[src/rtl/stopwatch_ctrl_if.sv]
// Signal bundle between the stopwatch controller and its buttons, counter datapath and display.
// The controller takes the slave side; the board or bench drives the master side.
interface stopwatch_ctrl_if #(
    parameter int TW = 20
);
    logic          btn_ss;
    logic          btn_lr;
    logic [TW-1:0] time_in;
    logic          cnt_en;
    logic          cnt_clr;
    logic [TW-1:0] time_out;
    logic [1:0]    state;
    logic          lap_led;

    modport master (
        output btn_ss, btn_lr, time_in,
        input  cnt_en, cnt_clr, time_out, state, lap_led
    );

    modport slave (
        input  btn_ss, btn_lr, time_in,
        output cnt_en, cnt_clr, time_out, state, lap_led
    );
endinterface

[src/rtl/stopwatch_ctrl.sv]
// Stopwatch control: synchronizes and debounces two pushbuttons, runs the
// IDLE/RUN/LAP/STOP state machine and freezes the displayed time while in LAP.
module stopwatch_ctrl #(
    parameter int DB_CYCLES = 1000000,
    parameter int TW        = 20
) (
    input  logic            clk_sys,
    input  logic            rstn,
    stopwatch_ctrl_if.slave bus
);

    localparam int            CW      = $clog2(DB_CYCLES);
    localparam logic [CW-1:0] DB_LAST = CW'(DB_CYCLES - 1);

    typedef enum logic [1:0] {
        IDLE = 2'd0,
        RUN  = 2'd1,
        LAP  = 2'd2,
        STOP = 2'd3
    } state_e;

    // Bit 0 is the start/stop button, bit 1 is the lap/reset button.
    logic [1:0]          btn_raw;
    logic [1:0]          s1_q, s1_d;
    logic [1:0]          s2_q, s2_d;
    logic [1:0]          stable_q, stable_d;
    logic [1:0]          prev_q, prev_d;
    logic [1:0][CW-1:0]  db_cnt_q, db_cnt_d;

    state_e              state_q, state_d;
    logic                cnt_en_q, cnt_en_d;
    logic                cnt_clr_q, cnt_clr_d;
    logic [TW-1:0]       snap_q, snap_d;

    logic                press_ss;
    logic                press_lr;

    assign btn_raw = {bus.btn_lr, bus.btn_ss};

    // Debounce: the stable level only follows s2 after DB_CYCLES consecutive disagreeing cycles.
    always_comb begin
        // NOTE: every output of a combinational block gets a default first so no latch is inferred.
        s1_d     = btn_raw;
        s2_d     = s1_q;
        prev_d   = stable_q;
        stable_d = stable_q;
        db_cnt_d = db_cnt_q;
        for (int i = 0; i < 2; i++) begin
            if (s2_q[i] == stable_q[i]) begin
                db_cnt_d[i] = '0;
            end else if (db_cnt_q[i] == DB_LAST) begin
                stable_d[i] = s2_q[i];
                db_cnt_d[i] = '0;
            end else begin
                db_cnt_d[i] = db_cnt_q[i] + CW'(1);
            end
        end
    end

    assign press_ss = stable_q[0] & ~prev_q[0];
    assign press_lr = stable_q[1] & ~prev_q[1];

    // State register together with the registered outputs and the button pipeline.
    always_ff @(posedge clk_sys or negedge rstn) begin
        if (!rstn) begin
            s1_q      <= '0;
            s2_q      <= '0;
            stable_q  <= '0;
            prev_q    <= '0;
            // NOTE: the debounce counters and snapshot are plain flops, not RAM, so they take the async reset.
            db_cnt_q  <= '0;
            state_q   <= IDLE;
            cnt_en_q  <= 1'b0;
            cnt_clr_q <= 1'b0;
            snap_q    <= '0;
        end else begin
            // NOTE: non-blocking assignments so every flop samples pre-edge values.
            s1_q      <= s1_d;
            s2_q      <= s2_d;
            stable_q  <= stable_d;
            prev_q    <= prev_d;
            db_cnt_q  <= db_cnt_d;
            state_q   <= state_d;
            cnt_en_q  <= cnt_en_d;
            cnt_clr_q <= cnt_clr_d;
            snap_q    <= snap_d;
        end
    end

    // Next state: a start/stop press always takes priority over a simultaneous lap/reset press.
    always_comb begin
        state_d = state_q;
        case (state_q)
            IDLE: begin
                if (press_ss) state_d = RUN;
            end
            RUN: begin
                if (press_ss)      state_d = STOP;
                else if (press_lr) state_d = LAP;
            end
            LAP: begin
                if (press_ss)      state_d = STOP;
                else if (press_lr) state_d = RUN;
            end
            STOP: begin
                if (press_ss)      state_d = RUN;
                else if (press_lr) state_d = IDLE;
            end
            default: state_d = IDLE;
        endcase
    end

    // Outputs: enable follows the next state so it flips on the same edge as the state.
    always_comb begin
        cnt_en_d  = (state_d == RUN) || (state_d == LAP);
        cnt_clr_d = press_lr && !press_ss && ((state_q == IDLE) || (state_q == STOP));
        snap_d    = ((state_q == RUN) && (state_d == LAP)) ? bus.time_in : snap_q;
    end

    assign bus.cnt_en   = cnt_en_q;
    assign bus.cnt_clr  = cnt_clr_q;
    assign bus.state    = state_q;
    assign bus.lap_led  = (state_q == LAP);
    assign bus.time_out = (state_q == LAP) ? snap_q : bus.time_in;

endmodule

[src/flat_wrapper.sv]
// flat-port wrapper written by rule: the top's interface ports become plain ports
module stopwatch_ctrl_flat 
#(
    parameter int DB_CYCLES = 1000000,
    parameter int TW        = 20
)
  (clk_sys, rstn, bus_btn_ss, bus_btn_lr, bus_time_in, bus_cnt_en, bus_cnt_clr, bus_time_out, bus_state, bus_lap_led);
  stopwatch_ctrl_if #(.TW(TW)) bus_i ();
  input  logic clk_sys;
  input  logic rstn;
  input wire logic [$bits(bus_i.btn_ss)-1:0] bus_btn_ss;
  input wire logic [$bits(bus_i.btn_lr)-1:0] bus_btn_lr;
  input wire logic [$bits(bus_i.time_in)-1:0] bus_time_in;
  output wire logic [$bits(bus_i.cnt_en)-1:0] bus_cnt_en;
  output wire logic [$bits(bus_i.cnt_clr)-1:0] bus_cnt_clr;
  output wire logic [$bits(bus_i.time_out)-1:0] bus_time_out;
  output wire logic [$bits(bus_i.state)-1:0] bus_state;
  output wire logic [$bits(bus_i.lap_led)-1:0] bus_lap_led;
  assign bus_i.btn_ss = bus_btn_ss;
  assign bus_i.btn_lr = bus_btn_lr;
  assign bus_i.time_in = bus_time_in;
  assign bus_cnt_en = bus_i.cnt_en;
  assign bus_cnt_clr = bus_i.cnt_clr;
  assign bus_time_out = bus_i.time_out;
  assign bus_state = bus_i.state;
  assign bus_lap_led = bus_i.lap_led;
  stopwatch_ctrl #(.DB_CYCLES(DB_CYCLES), .TW(TW)) u_core (.clk_sys(clk_sys), .rstn(rstn), .bus(bus_i));
endmodule
[config.mk]
export PLATFORM = sky130hd
export DESIGN_NAME = stopwatch_ctrl_flat
export DESIGN_NICKNAME = d
export VERILOG_FILES = /design/src/rtl/stopwatch_ctrl_if.sv /design/src/rtl/stopwatch_ctrl.sv /design/src/flat_wrapper.sv
export SDC_FILE = /design/constraint.sdc
export NUM_CORES = 1
export LEC_CHECK = 0
export ABC_AREA = 1
export BUFFER_PORTS_ARGS = -buffer_cell sky130_fd_sc_hd__buf_2
export CELL_PAD_IN_SITES_DETAIL_PLACEMENT = 0
export CELL_PAD_IN_SITES_GLOBAL_PLACEMENT = 2
export CORE_ASPECT_RATIO = 1.2
export CORE_MARGIN = 2
export CORE_UTILIZATION = 36
export CTS_BUF_LIST = sky130_fd_sc_hd__clkbuf_16
export DETAILED_ROUTE_END_ITERATION = 16
export PLACE_DENSITY = 0.95
export SLEW_MARGIN = 20
export SYNTH_ARGS = -nofsm -noshare
export SYNTH_HDL_FRONTEND = slang
export SYNTH_SLANG_ARGS = --single-unit
export TNS_END_PERCENT = 1
[constraint.sdc]
create_clock -name clk_sys -period 2.9 [get_ports clk_sys]
set_input_delay 0.725 -clock clk_sys [delete_from_list [all_inputs] [get_ports clk_sys]]
set_output_delay 0.725 -clock clk_sys [all_outputs]
set_load 0.005 [all_outputs]
## Word level (Yosys, flattened, before mapping)

Cells that the tools add are included.
Widths: inputs -> output; s select.

| storage, ports and cells | value |
|---|---|
| logic and storage cells | 50 |
| input port bits | 24 |
| output and inout port bits | 25 |
| flip-flop bits (word level) | 72 |

| operators by class | value |
|---|---|
| equal/unequal tests | 9 |
| mux-type cells | 13 |
| reductions and logical operators | 9 |
| bitwise gates (word level) | 6 |
| add/subtract/negate cells | 2 |

Operators with widths:

| cell | number |
|---|---|
| $mux 20 | 5 |
| $add 20x1->20 const B | 2 |
| $eq 20x20->1 const B | 2 |
| $mux 2 | 7 |
| $pmux 2 s4 | 1 |
| $eq 2x2->1 const B | 3 |
| $eq 2x1->1 const B | 2 |
| $not 1->1 | 4 |
| $reduce_and 2->1 | 2 |
| $logic_and 1x1->1 | 3 |
| $and 1x1->1 | 2 |
| $eq 1x1->1 | 2 |
| $logic_not 2->1 | 1 |
| $logic_or 1x1->1 | 2 |
| $logic_not 1->1 | 1 |

## Longest topological paths before layout

Gate-level depths: netlist (run 1).

| depth | value |
|---|---|
| depth in word-level cells | 7 |
| depth in mapped cells | 13 |
| mapped depth without buffers | 12 |

## Worst setup path before layout (run 1)

Ideal clock, no wire load.

| path | value |
|---|---|
| path kind | register to register |
| start | register u_core.state_q[0], in the netlist u_core.bus.state[0] |
| end | register u_core.snap_q[0] |
| library setup time | 0.083 ns |
| path slack | 0.912 ns |
| data arrival time | 1.905 ns |
| stages on the path, launching flop included | 12 |
| path buffers | 1 |
| required time | 2.817 ns |
| period minus slack after synthesis | 1.988 ns |
| cells stage by stage | dfrtp_1 -> inv_1 -> ha_1 -> or2_2 -> inv_1 -> a22o_1 -> nor2_1 -> ha_1 -> nand2_1 -> clkbuf_1 -> nand2_1 -> o21ai_0 |

| on the way | value |
|---|---|
| elaborated cells on any way between the ends | 14 |

RTL lines:

| item | RTL line | source |
|---|---|---|
| start, declared | stopwatch_ctrl.sv:30 | `state_e state_q, state_d;` |
| start signal, assigned | stopwatch_ctrl.sv:83 | `state_q <= state_d;` |
| $eq 2x2->1 | n/a |  |
| via bus_lap_led | flat_wrapper.sv:18 | `output wire logic [$bits(bus_i.lap_led)-1:0] bus_lap_led;` |
| $pmux 2 s4 | stopwatch_ctrl.sv:93 | `case (state_q)` |
| via u_core.state_d[1] | stopwatch_ctrl.sv:30 |  |
| $eq 2x2->1 | stopwatch_ctrl.sv:117 | `snap_d = ((state_q == RUN) && (state_d == LAP)) ? bus.time_in : snap_q;` |
| $logic_and 1x1->1 | stopwatch_ctrl.sv:117 |  |
| end signal, assigned | stopwatch_ctrl.sv:86 | `snap_q <= snap_d;` |
| end, declared | stopwatch_ctrl.sv:33 | `logic [TW-1:0] snap_q, snap_d;` |

The timed path passes the listed nets, and every way through them passes these cells.
A chain may end at the register's enable or synchronous reset.

## Worst setup path after layout (run 1)

| path | value |
|---|---|
| start | register u_core.state_q[0], in the netlist u_core.bus.state[0] |
| end | output bus_time_out[2] |

| on the way | value |
|---|---|
| word-level cells in the longest chain between the ends | 2 |

Ends and longest elaborated chain:

| item | RTL line | source |
|---|---|---|
| $eq 2x2->1 | stopwatch_ctrl.sv:124 | `assign bus.time_out = (state_q == LAP) ? snap_q : bus.time_in;` |
| $mux 20 | stopwatch_ctrl.sv:124 |  |
| end, declared | flat_wrapper.sv:16 | `output wire logic [$bits(bus_i.time_out)-1:0] bus_time_out;` |

Every way passes these cells.

==> impl_results.md, run 1 <==
* Status: finished, final reports clean
* CTS Buf Count at 9
* Cells after synthesis at 486
* Final setup TNS at 0 ns
* Final clock skew at 0.00577 ns
* # DRC at 0
* DIE HEIGHT at 116 um
* Skew-Pair Late Insertion Delay at 0.33 ns
* Critical path arrival at approximately 1.7 ns
* Crit Path Class: reg2out
* I/O pins at 49
* Final setup viols at 0
* Core ar. at 10100 sq um
* Initial antenna violation count at 0
* Die area at 11300 sq um
* Slew Viols, Final at 0
* Final std cells w/o fill at ~670
* First-pass detailed-route iteration total at 4
* FF-to-FF Start: u_core.bus.state[1]
* Leak at 0.00212 uW
* Grt ovf at 0
* Buffers on Ports at 48
* Per-cell routed wire length at ~12 um
* Crit path from: u_core.bus.state[0]
* Clk sink count at slightly above 70
* Synth top area share at 47.7%
* Largest cells by area after synthesis: dfrtp_1 (48%), nand2_1 (9.5%), nor2_1 (8.8%)
* Crit share post-route at 84.0%
* Mean post-synth cell area at between 7 and 8 sq um
* Largest net degree at the start of global routing at 42
* Routed Antenna Nets at 0
* YS warnings at 0
* Crit Path Max Fanout at 41
* Fin util at 44.3%
* RSZ-0062 raised after global routing: false
* Row cnt at 40
* Hold_ws at 0.348 ns
* CTS tree: done
* Total GRT Usage at ~15%
* Distinct cells, synth at 27
* Area leader, netlist: dfrtp_1
* CP peak stage delay at 0.41 ns
* Cells after DPL at 653
* Crit-path slowest cell: dfrtp_1
* Worst vdd ir at 318 uV
* Overall power at 2300 uW
* Max_cap viols at 0
* Clock Path Buffers at 2
* Worst Hold Class: reg2reg
* Hold path start: u_core.s1_q[0]
* Critical Path Start Type: register
* Final wirelength at 7.79 mm
* Hold Buf Count CTS at 0
* Syn nets at 517
* Register area share after synthesis at 47.7%
* Die X at around 97 um
* Diode count at 0
* Worst path bufs/invs at 3
* Avg Vias per Cell at 4.59
* Final nets at around 570
* Initial Utilization at 37.4%
* Worst path required time at 2.17 ns
* Slew Limit Headroom at 65.5%
* Initial drt markers at 151
* Post CTS Setup Buffer Count at 0
* Root Buffer: clkbuf_16
* First-pass GRT wire length at 13.8 mm
* Final Hold Viols at 0
* Crit path time final at 2.44 ns
* Share of cells above drive strength 1 at 16.4%
* Worst Setup End Kind: primary output
* Yosys reg bits at approximately 70
* Post-CTS sizing at 0
* Worst-path clk slew at 0.06 ns
* Synthesis-to-finish area growth at 18.5%
* Mapped Area at 3780 sq um
* Slew of the pin with the lowest slew margin at 0.518 ns
* H-tree levels at 3
* Via count at approximately 3.1k
* Half-perimeter wire length after placement at between 5 and 6 mm
* Fmax at 411 MHz
* CP top delay family: buffers and inverters
* Vias in the first global route at 3005
* CP cell instances: inv_1 -> ha_1 -> buf_4 -> nand2_1 -> o21ai_0 -> buf_2
* Gpl congestion at around 0.81
* PD cells at 514 nW/um^2
## sequential cells by signal, indices dropped and copies added, names as in the netlist
signal / count
u_core.s2_q: 2
u_core.db_cnt_q: 40
u_core.s1_q: 2
u_core.bus.cnt_clr: 1
u_core.bus.state: 2
u_core.snap_q: 20
u_core.prev_d: 2
u_core.prev_q: 2
u_core.bus.cnt_en: 1
## cells by family (layout without fill, tap and decap cells)
logic type / after synthesis / count (layout) / synth area share [%]
fa+ha+maj: 7 / 7 / 2.32
compound gates: 51 / 51 / 6.99
xor+xnor: 23 / 23 / 5.53
flops: 72 / 72 / 47.7
buf+inv: 73 / 130 / 7.52
simple gates: 260 / 260 / 29.9
## cells in the final DEF, fill, tap and decap left out, types with 9 or more instances in the layout
master,instances
dfrtp_1,72
nand2_1,96
clkbuf_16,9
nand3_1,45
o21ai_0,44
buf_2,48
xnor2_1,9
xor2_1,13
inv_1,63
nor2_1,89
## stage by stage
step / area [sq um] / setup WS, ns
2_1_floorplan: 3780 / 0.912
3_3_place_gp: 4150 / 0.829
3_5_place_dp: 4150 / 0.780
4_1_cts: 4470 / 0.431
5_1_grt: 4470 / 0.300
6_report: 4470 / 0.464
## worst register-to-register path, stage by stage, from the launching register on
cell	delay (ns)
dfrtp_1	0.41
inv_1	0.10
ha_1	0.23
or2_2	0.28
inv_1	0.08
a22o_1	0.12
nor2_1	0.05
ha_1	0.18
nand2_1	0.06
buf_4	0.31
o21ai_0	0.15
## final timing paths
path / endpoint / slack, ns / cells past startpoint
worst max-delay path: bus_time_out[2] / 0.46 / 6
worst min-delay path: u_core.s2_q[0] / 0.35 / 0
worst max register to register: u_core.snap_q[13] / 0.80 / 10
worst min register to register: u_core.s2_q[0] / 0.35 / 0
max in group asynchronous: u_core.s1_q[1] / 1.74 / 2
min in group asynchronous: u_core.snap_q[0] / 0.36 / 1
## layout make-up
cell class / count / area [sq um]
Clock buffer: 9 / 225
Tap cell: 126 / 158
Multi-Input combinational cell: 341 / 1690
Timing Repair Buffer: 52 / 270
Clock inverter: 7 / 96.3
Fill cell: 1035 / 5640
Sequential cell: 72 / 1800
Inverter: 62 / 233
## cell usage after synthesis, drive strengths merged
| cell | number |
|---|---|
| a21oi | 4 |
| a211oi | 1 |
| nor3b | 2 |
| ha | 7 |
| nand2 | 103 |
| and2 | 1 |
| inv | 62 |
| buf | 3 |
| nor3 | 2 |
| xor2 | 14 |
| or2 | 1 |
| nor2 | 99 |
| dfrtp | 72 |
| o21ai | 44 |
| clkbuf | 8 |
| nand3 | 47 |
| nand4 | 5 |
| a22o | 1 |
| xnor2 | 9 |
| o31ai | 1 |
## per-layer routing
| metal | vias to the layer above | wire length [um] | global-route usage (%) |
|---|---|---|---|
| li1 | 1628 | - | - |
| met1 | 1366 | 3700 | 19.6 |
| met2 | 69 | 3550 | 24.1 |
| met3 | 11 | 365 | 3.29 |
| met4 | 0 | 171 | 6.76 |
| met5 | - | 0 | 0 |
## report_power, final
part	internal, uW	switching [uW]
combinational	35.1	56.2
clock	754	432
sequential	1010	7.00
total	1800	495
Power figures use the tool's default switching activity.
==> inputs of run 2 (changes only) <==
--- a/config.mk
+++ b/config.mk
@@ -11,10 +11,10 @@
 export CELL_PAD_IN_SITES_GLOBAL_PLACEMENT = 2
 export CORE_ASPECT_RATIO = 1.2
 export CORE_MARGIN = 2
-export CORE_UTILIZATION = 36
+export CORE_UTILIZATION = 30
 export CTS_BUF_LIST = sky130_fd_sc_hd__clkbuf_16
 export DETAILED_ROUTE_END_ITERATION = 16
-export PLACE_DENSITY = 0.95
+export PLACE_DENSITY = 0.86
 export SLEW_MARGIN = 20
 export SYNTH_ARGS = -nofsm -noshare
 export SYNTH_HDL_FRONTEND = slang
==> constraint.sdc (replaced) <==
create_clock -name clk_sys -period 2 [get_ports clk_sys]
set_input_delay 0.5 -clock clk_sys [delete_from_list [all_inputs] [get_ports clk_sys]]
set_output_delay 0.5 -clock clk_sys [all_outputs]
set_load 0.005 [all_outputs]
==> run 2 against run 1 <==
  * Register-to-register slack got worse by 0.74 ns
  * Global-route usage fell by 1.2 points
  * Clock power rose by 41%
  * Via count rose by 5.6%
  * Die area rose by 19%
  * Core utilization fell by 4.9 points
  * Clock-buffer cell count did not move
  * Setup slack got worse by 0.43 ns
==> impl_results.md, run 2 (synthesized netlist as in run 1, its figures left out) <==
* Status: finished, final reports clean
* Design Area, Final at approximately 4800 sq um
* Overall power at 3310 uW
* Diode count at 0
* Reg with most FFs: u_core.db_cnt_q
* Final WS setup at 0.0343 ns
* Gpl congestion at 0.820
* Clk sink count at 72
* Slew Viols, Final at 0
* Synthesis-to-finish area growth at 26.8%
* Vias in the first global route at 3287
* Reg area at 1800 sq um
* Critical path arrival at 1.47 ns
* Grt ovf at 0
* Total GRT Usage at roughly 14%
* Hold_ws at between 0.15 and 0.2 ns
* Slew Limit Headroom at between 60% and 70%
* PD cells at 691 nW/um^2
* Fin util at 39.4%
* Worst path required time at ~1.5 ns
* Initial drt markers at 130
* Final Hold Viols at 0
* Initial Utilization at 31.0%
* Placed cell areas at around 4200 sq um
* Worst Hold Class: in2async
* Most common cell after layout, fill and taps aside: nand2_1
* Worst path bufs/invs at 3
* Crit Path Max Fanout at 11
* First-pass GRT wire length at 15.3 mm
* Hold Buf Count CTS at 0
* H-tree levels at 3
* Per-cell routed wire length at 12.6 um
* Final clock skew at roughly 0.0054 ns
* Setup WS pre-CTS at 0.00583 ns
* Root Buffer: clkbuf_16
* Initial antenna violation count at 0
* CP peak stage delay at 0.39 ns
* Critical Path Start Type: register
* Final nets at 579
* Slew of the pin with the lowest slew margin at approximately 0.55 ns
* Skew-Pair Late Insertion Delay at 0.33 ns
* Routed Antenna Nets at 0
* Crit path time final at 1.97 ns
* Most frequent cells in the layout: nand2_1 (91), nor2_1 (87), dfrtp_1 (71)
* Max_cap viols at 0
* Fmax at 509 MHz
* CTS tree: done
* Leak at 0.00224 uW
* Half-perimeter wire length after placement at around 6.0 mm
* Top flop regs: u_core.db_cnt_q: 40 flops, u_core.snap_q: 20 flops
* First-pass detailed-route iteration total at 4
* Row cnt at 44
* Clock Path Buffers at 2
* Buffers on Ports at 48
* RSZ-0062 raised after global routing: true
* Avg Vias per Cell at 4.55
* Crit-path slowest cell: dfrtp_1
* DIE HEIGHT at 127 um
* CP top delay family: buffers and inverters
* CP cell instances: inv_2 -> ha_4 -> buf_12 -> nand2_1 -> o21ai_1 -> buf_2
* Worst vdd ir at 426 uV
* Share of cells above drive strength 1 at 21.0%
* Die X at roughly 110 um
* Via count at 3247
* Largest net degree at the start of global routing at 41
* Worst-path clk slew at 0.06 ns
* Worst Setup End Kind: primary output
* Final wirelength at 9.00 mm
* CTS Buf Count at 9
* Crit share post-route at 98.3%
* Crit Path Class: reg2out
* Core ar. at around 12000 sq um
* Die area at 13500 sq um
* I/O pins at 49
* Filler Cell Count at 1252
* Final setup viols at 0
* Max reg flops at 40
* Area of the multi-input gates at 1750 sq um
* # DRC at 0
[run 2: layer usage]
| metal | GRT usage [%] | vias to the layer above | share of wire (%) |
|---|---|---|---|
| li1 | - | 1643 | - |
| met1 | 18.1 | 1508 | 45 |
| met2 | 22.6 | 86 | 48 |
| met3 | 3.24 | 10 | 4.5 |
| met4 | 4.51 | 0 | 1.8 |
| met5 | 0 | - | 0 |
[run 2: layout make-up]
| class | instances | area share [%] |
|---|---|---|
| inverters | 62 | 4.86 |
| repair buffers | 62 | 10.3 |
| well taps | 161 | 4.21 |
| clock buffers | 9 | 4.70 |
| flip-flops and latches | 72 | 37.6 |
| clock inverters | 7 | 1.83 |
| multi-input cells | 341 | 36.5 |
[run 2: where the power goes]
| part | switching (uW) | internal [uW] |
|---|---|---|
| combinational | 87.7 | 58.3 |
| sequential | 9.97 | 1470 |
| clock | 601 | 1080 |
| total | 699 | 2610 |
[run 2: through the flow]
step | cells | setup TNS (ns)
after floorplan | 486 | 0
after global placement | 690 | 0
after detailed placement | 690 | 0
after CTS | 708 | 0
after global routing | 714 | -0.756
final | 714 | 0
[run 2: what timing repair did]
item,CTS,global route
resized for setup,29,34
buffers inserted,1,0
pin swaps,0,3
setup endpoints to repair,21,39
gates cloned,1,6
[run 2: final timing paths]
check / startpoint / endpoint / slack [ns] / depth (start not counted)
hold reg to reg: u_core.s1_q[1] / u_core.s2_q[1] / 0.35 / 0
hold / removal: rstn / u_core.snap_q[3] / 0.15 / 1
max in group asynchronous: rstn / u_core.bus.state[1] / 1.24 / 2
setup reg to reg: u_core.bus.state[0] / u_core.snap_q[15] / 0.06 / 11
min in group clk_sys: bus_btn_lr / u_core.s1_q[1] / 0.28 / 1
setup / recovery: u_core.bus.state[0] / bus_time_out[0] / 0.03 / 6
==> inputs of run 3 (changes only) <==
--- a/config.mk
+++ b/config.mk
@@ -5,13 +5,12 @@
 export SDC_FILE = /design/constraint.sdc
 export NUM_CORES = 1
 export LEC_CHECK = 0
-export ABC_AREA = 1
 export BUFFER_PORTS_ARGS = -buffer_cell sky130_fd_sc_hd__buf_2
 export CELL_PAD_IN_SITES_DETAIL_PLACEMENT = 0
 export CELL_PAD_IN_SITES_GLOBAL_PLACEMENT = 2
 export CORE_ASPECT_RATIO = 1.2
-export CORE_MARGIN = 2
-export CORE_UTILIZATION = 30
+export CORE_MARGIN = 3
+export CORE_UTILIZATION = 34
 export CTS_BUF_LIST = sky130_fd_sc_hd__clkbuf_16
 export DETAILED_ROUTE_END_ITERATION = 16
 export PLACE_DENSITY = 0.86
==> run 3 against run 2 <==
  * The run now ends with setup timing left
  * Sequential share of layout area fell by 2.5 points
  * Maximum frequency fell by 8.2%
  * Clock-buffer cell count stayed put
  * Sequential power increased by 3%
  * Die area decreased by 12%
==> impl_results.md, run 3 <==
* Diode count at 0
* YS warnings at 0
* Grt ovf at 0
* Slew of the pin with the lowest slew margin at about 0.4 ns
* Most frequent cells in the layout: dfrtp_1 (71), nor2_1 (42), mux2_4 (38)
* Synth top area share at 50.1%
* DIE HEIGHT at 119 um
* Routed Antenna Nets at 0
* Final WS setup at -0.140 ns
* Avg Vias per Cell at 5.08
* Post-Synth Simple-Gate Area at 18.7%
* Mapped Area at 3590 sq um
* Clock Path Buffers at 2
* Gpl congestion at 0.801
* Share of cells above drive strength 1 at a little over two fifths
* Initial Utilization at a little over a third
* Fin util at 50.4%
* Final wirelength at 8.68 mm
* Max_cap viols at 0
* PD cells at between 700 and 800 nW/um^2
* Crit share post-route at 107%
* Most frequent cell after synthesis: dfrtp_1
* Fmax at 467 MHz
* Cells after synthesis at 319
* H-tree levels at 3
* Area leader, netlist: dfrtp_1
* Final clock skew at slightly below 0.005 ns
* Slew Viols, Final at 0
* Hold Buf Count CTS at 0
* Main combinational cell family by area after synthesis: simple AND/OR/NAND/NOR gates
* Mux share of post-synthesis cell area at a little over an eighth
* Final Hold Viols at 0
* Vias in the first global route at 2770
* Worst Hold Class: in2async
* Critical Path Start Type: register
* Worst-path clk slew at 0.06 ns
* Register area share after synthesis at 50.1%
* Initial drt markers at 108
* RSZ-0062 raised after global routing: true
* Worst Setup End Kind: primary output
* Via count at approximately 2.7k
* Post-synth EDFFs at 0
* Distinct cells, synth at 35
* Filler Cell Count at 882
* Initial antenna violation count at 0
* Most frequent cells after synthesis: dfrtp_1 (72), nor2_1 (42), mux2_2 (41), xnor2_1 (26), nand3_1 (15)
* Synthesis-to-finish area growth at 42.5%
* First-pass GRT wire length at 13.1 mm
* I/O pins at 49
* Syn nets at 350
* Worst vdd ir at 513 uV
* FF-to-FF Start: u_core.bus.state[0]
* Most common cell after layout, fill and taps aside: dfrtp_1
* # DRC at 0
* Final setup viols at just over 80
* Mean post-synth cell area at 11.3 sq um
* Final nets at 441
* Top flop regs: u_core.db_cnt_q: 40 flops, u_core.snap_q: 20 flops
* Max reg flops at 40
* Crit Path Class: reg2out
* Adder-cell share of the synthesized area at 2.44%
* First-pass detailed-route iteration total at 4
* Buffers on Ports at 48
* Hold_ws at around 0.19 ns
* Clk sink count at 72
* Per-cell routed wire length at ~16 um
* Die area at 11800 sq um
* Root Buffer: clkbuf_16
* Row cnt at 40
* Reg with most FFs: u_core.db_cnt_q
* Crit Path Max Fanout at 8
* Skew-Pair Late Insertion Delay at 0.33 ns
* Post-synthesis xor/xnor area fraction at under 10%
* Top_reg_cell synth: dfrtp_1
* Die X at 99.9 um
* Crit path from: u_core.bus.state[1]
* Yosys reg bits at 72
* Failing checks: setup timing
* Synth Area in Compound Gates at 4.32%
* Slew Limit Headroom at approximately three quarters
* Leak at 0.00229 uW
* Worst path required time at 1.50 ns
* CTS Buf Count at 9
* Largest net degree at the start of global routing at 73
* Half-perimeter wire length after placement at 5.31 mm
* Total GRT Usage at 13.9%
* CTS tree: done
* Critical path arrival at 1.64 ns
* Core ar. at 10200 sq um
* Async SR Flop Fraction at 100%
* Largest cells by area after synthesis: dfrtp_1 (50%), mux2_2 (13%), xnor2_1 (6.3%)
* Status: finished, violations left
* Crit path time final at 2.14 ns
[run 3: cells by family after synthesis]
kind of cell	after synthesis
simple gates	124
xor+xnor	32
fa+ha+maj	7
compound gates	20
mux	42
buf+inv	22
flops	72
[run 3: path summary, 6_finish.rpt]
check                           slack (ns)  cells after the start                  to
worst max-delay path                 -0.14                      5    bus_time_out[17]
min in group clk_sys                  0.27                      1      u_core.s1_q[0]
worst min-delay path                  0.19                      2    u_core.snap_q[4]
worst max register to register       -0.13                     10    u_core.snap_q[8]
max in group asynchronous             1.49                      2  u_core.db_cnt_q[3]
worst min register to register        0.35                      0      u_core.s2_q[1]
[run 3: report_power, final]
part	internal, uW	switching, uW
clock	1330	593
sequential	1490	26.6
combinational	127	97.4
total	2950	717
[run 3: area by class of cell]
| cell class | instances | area (sq um) | share of cell area (%) |
|---|---|---|---|
| clock buffers | 9 | 225 | 4.40 |
| clock inverters | 7 | 135 | 2.64 |
| inverters | 10 | 40.0 | 0.781 |
| multi-input cells | 225 | 1910 | 37.2 |
| flip-flops and latches | 72 | 1800 | 35.2 |
| well taps | 126 | 158 | 3.08 |
| repair buffers | 92 | 855 | 16.7 |
[run 3: per-stage QoR]
step / total power (uW) / setup slack, ns / cell area, sq um / setup TNS [ns] / instances
floorplan: 1620 / -0.0179 / 3630 / -0.245 / 319
global placement: 1700 / -0.0923 / 4220 / -2.06 / 515
detailed placement: 1710 / -0.145 / 4220 / -3.87 / 515
CTS: 3650 / -0.124 / 4780 / -5.75 / 539
global route: 3800 / -0.185 / 5120 / -10.69 / 541
finish: 3670 / -0.140 / 5120 / -6.04 / 541
[run 3: metal layers]
| metal | global-route usage (%) | wire length [um] |
|---|---|---|
| met5 | 0 | 0 |
| met3 | 1.59 | 275 |
| met2 | 23.7 | 4560 |
| met4 | 8.20 | 263 |
| met1 | 16.4 | 3580 |
[run 3: repair_timing]
item	in CTS	in global routing
gates resized for setup	26	68
buffers inserted	6	0
pin swaps	19	10
setup endpoints to repair	82	82
cloned	2	2
[run 3: worst max-delay path: stages (launching register included)]
cell	delay, ns
dfrtp_1	0.40
buf_6	0.13
ha_4	0.19
buf_12	0.15
mux2_4	0.31
buf_6	0.12
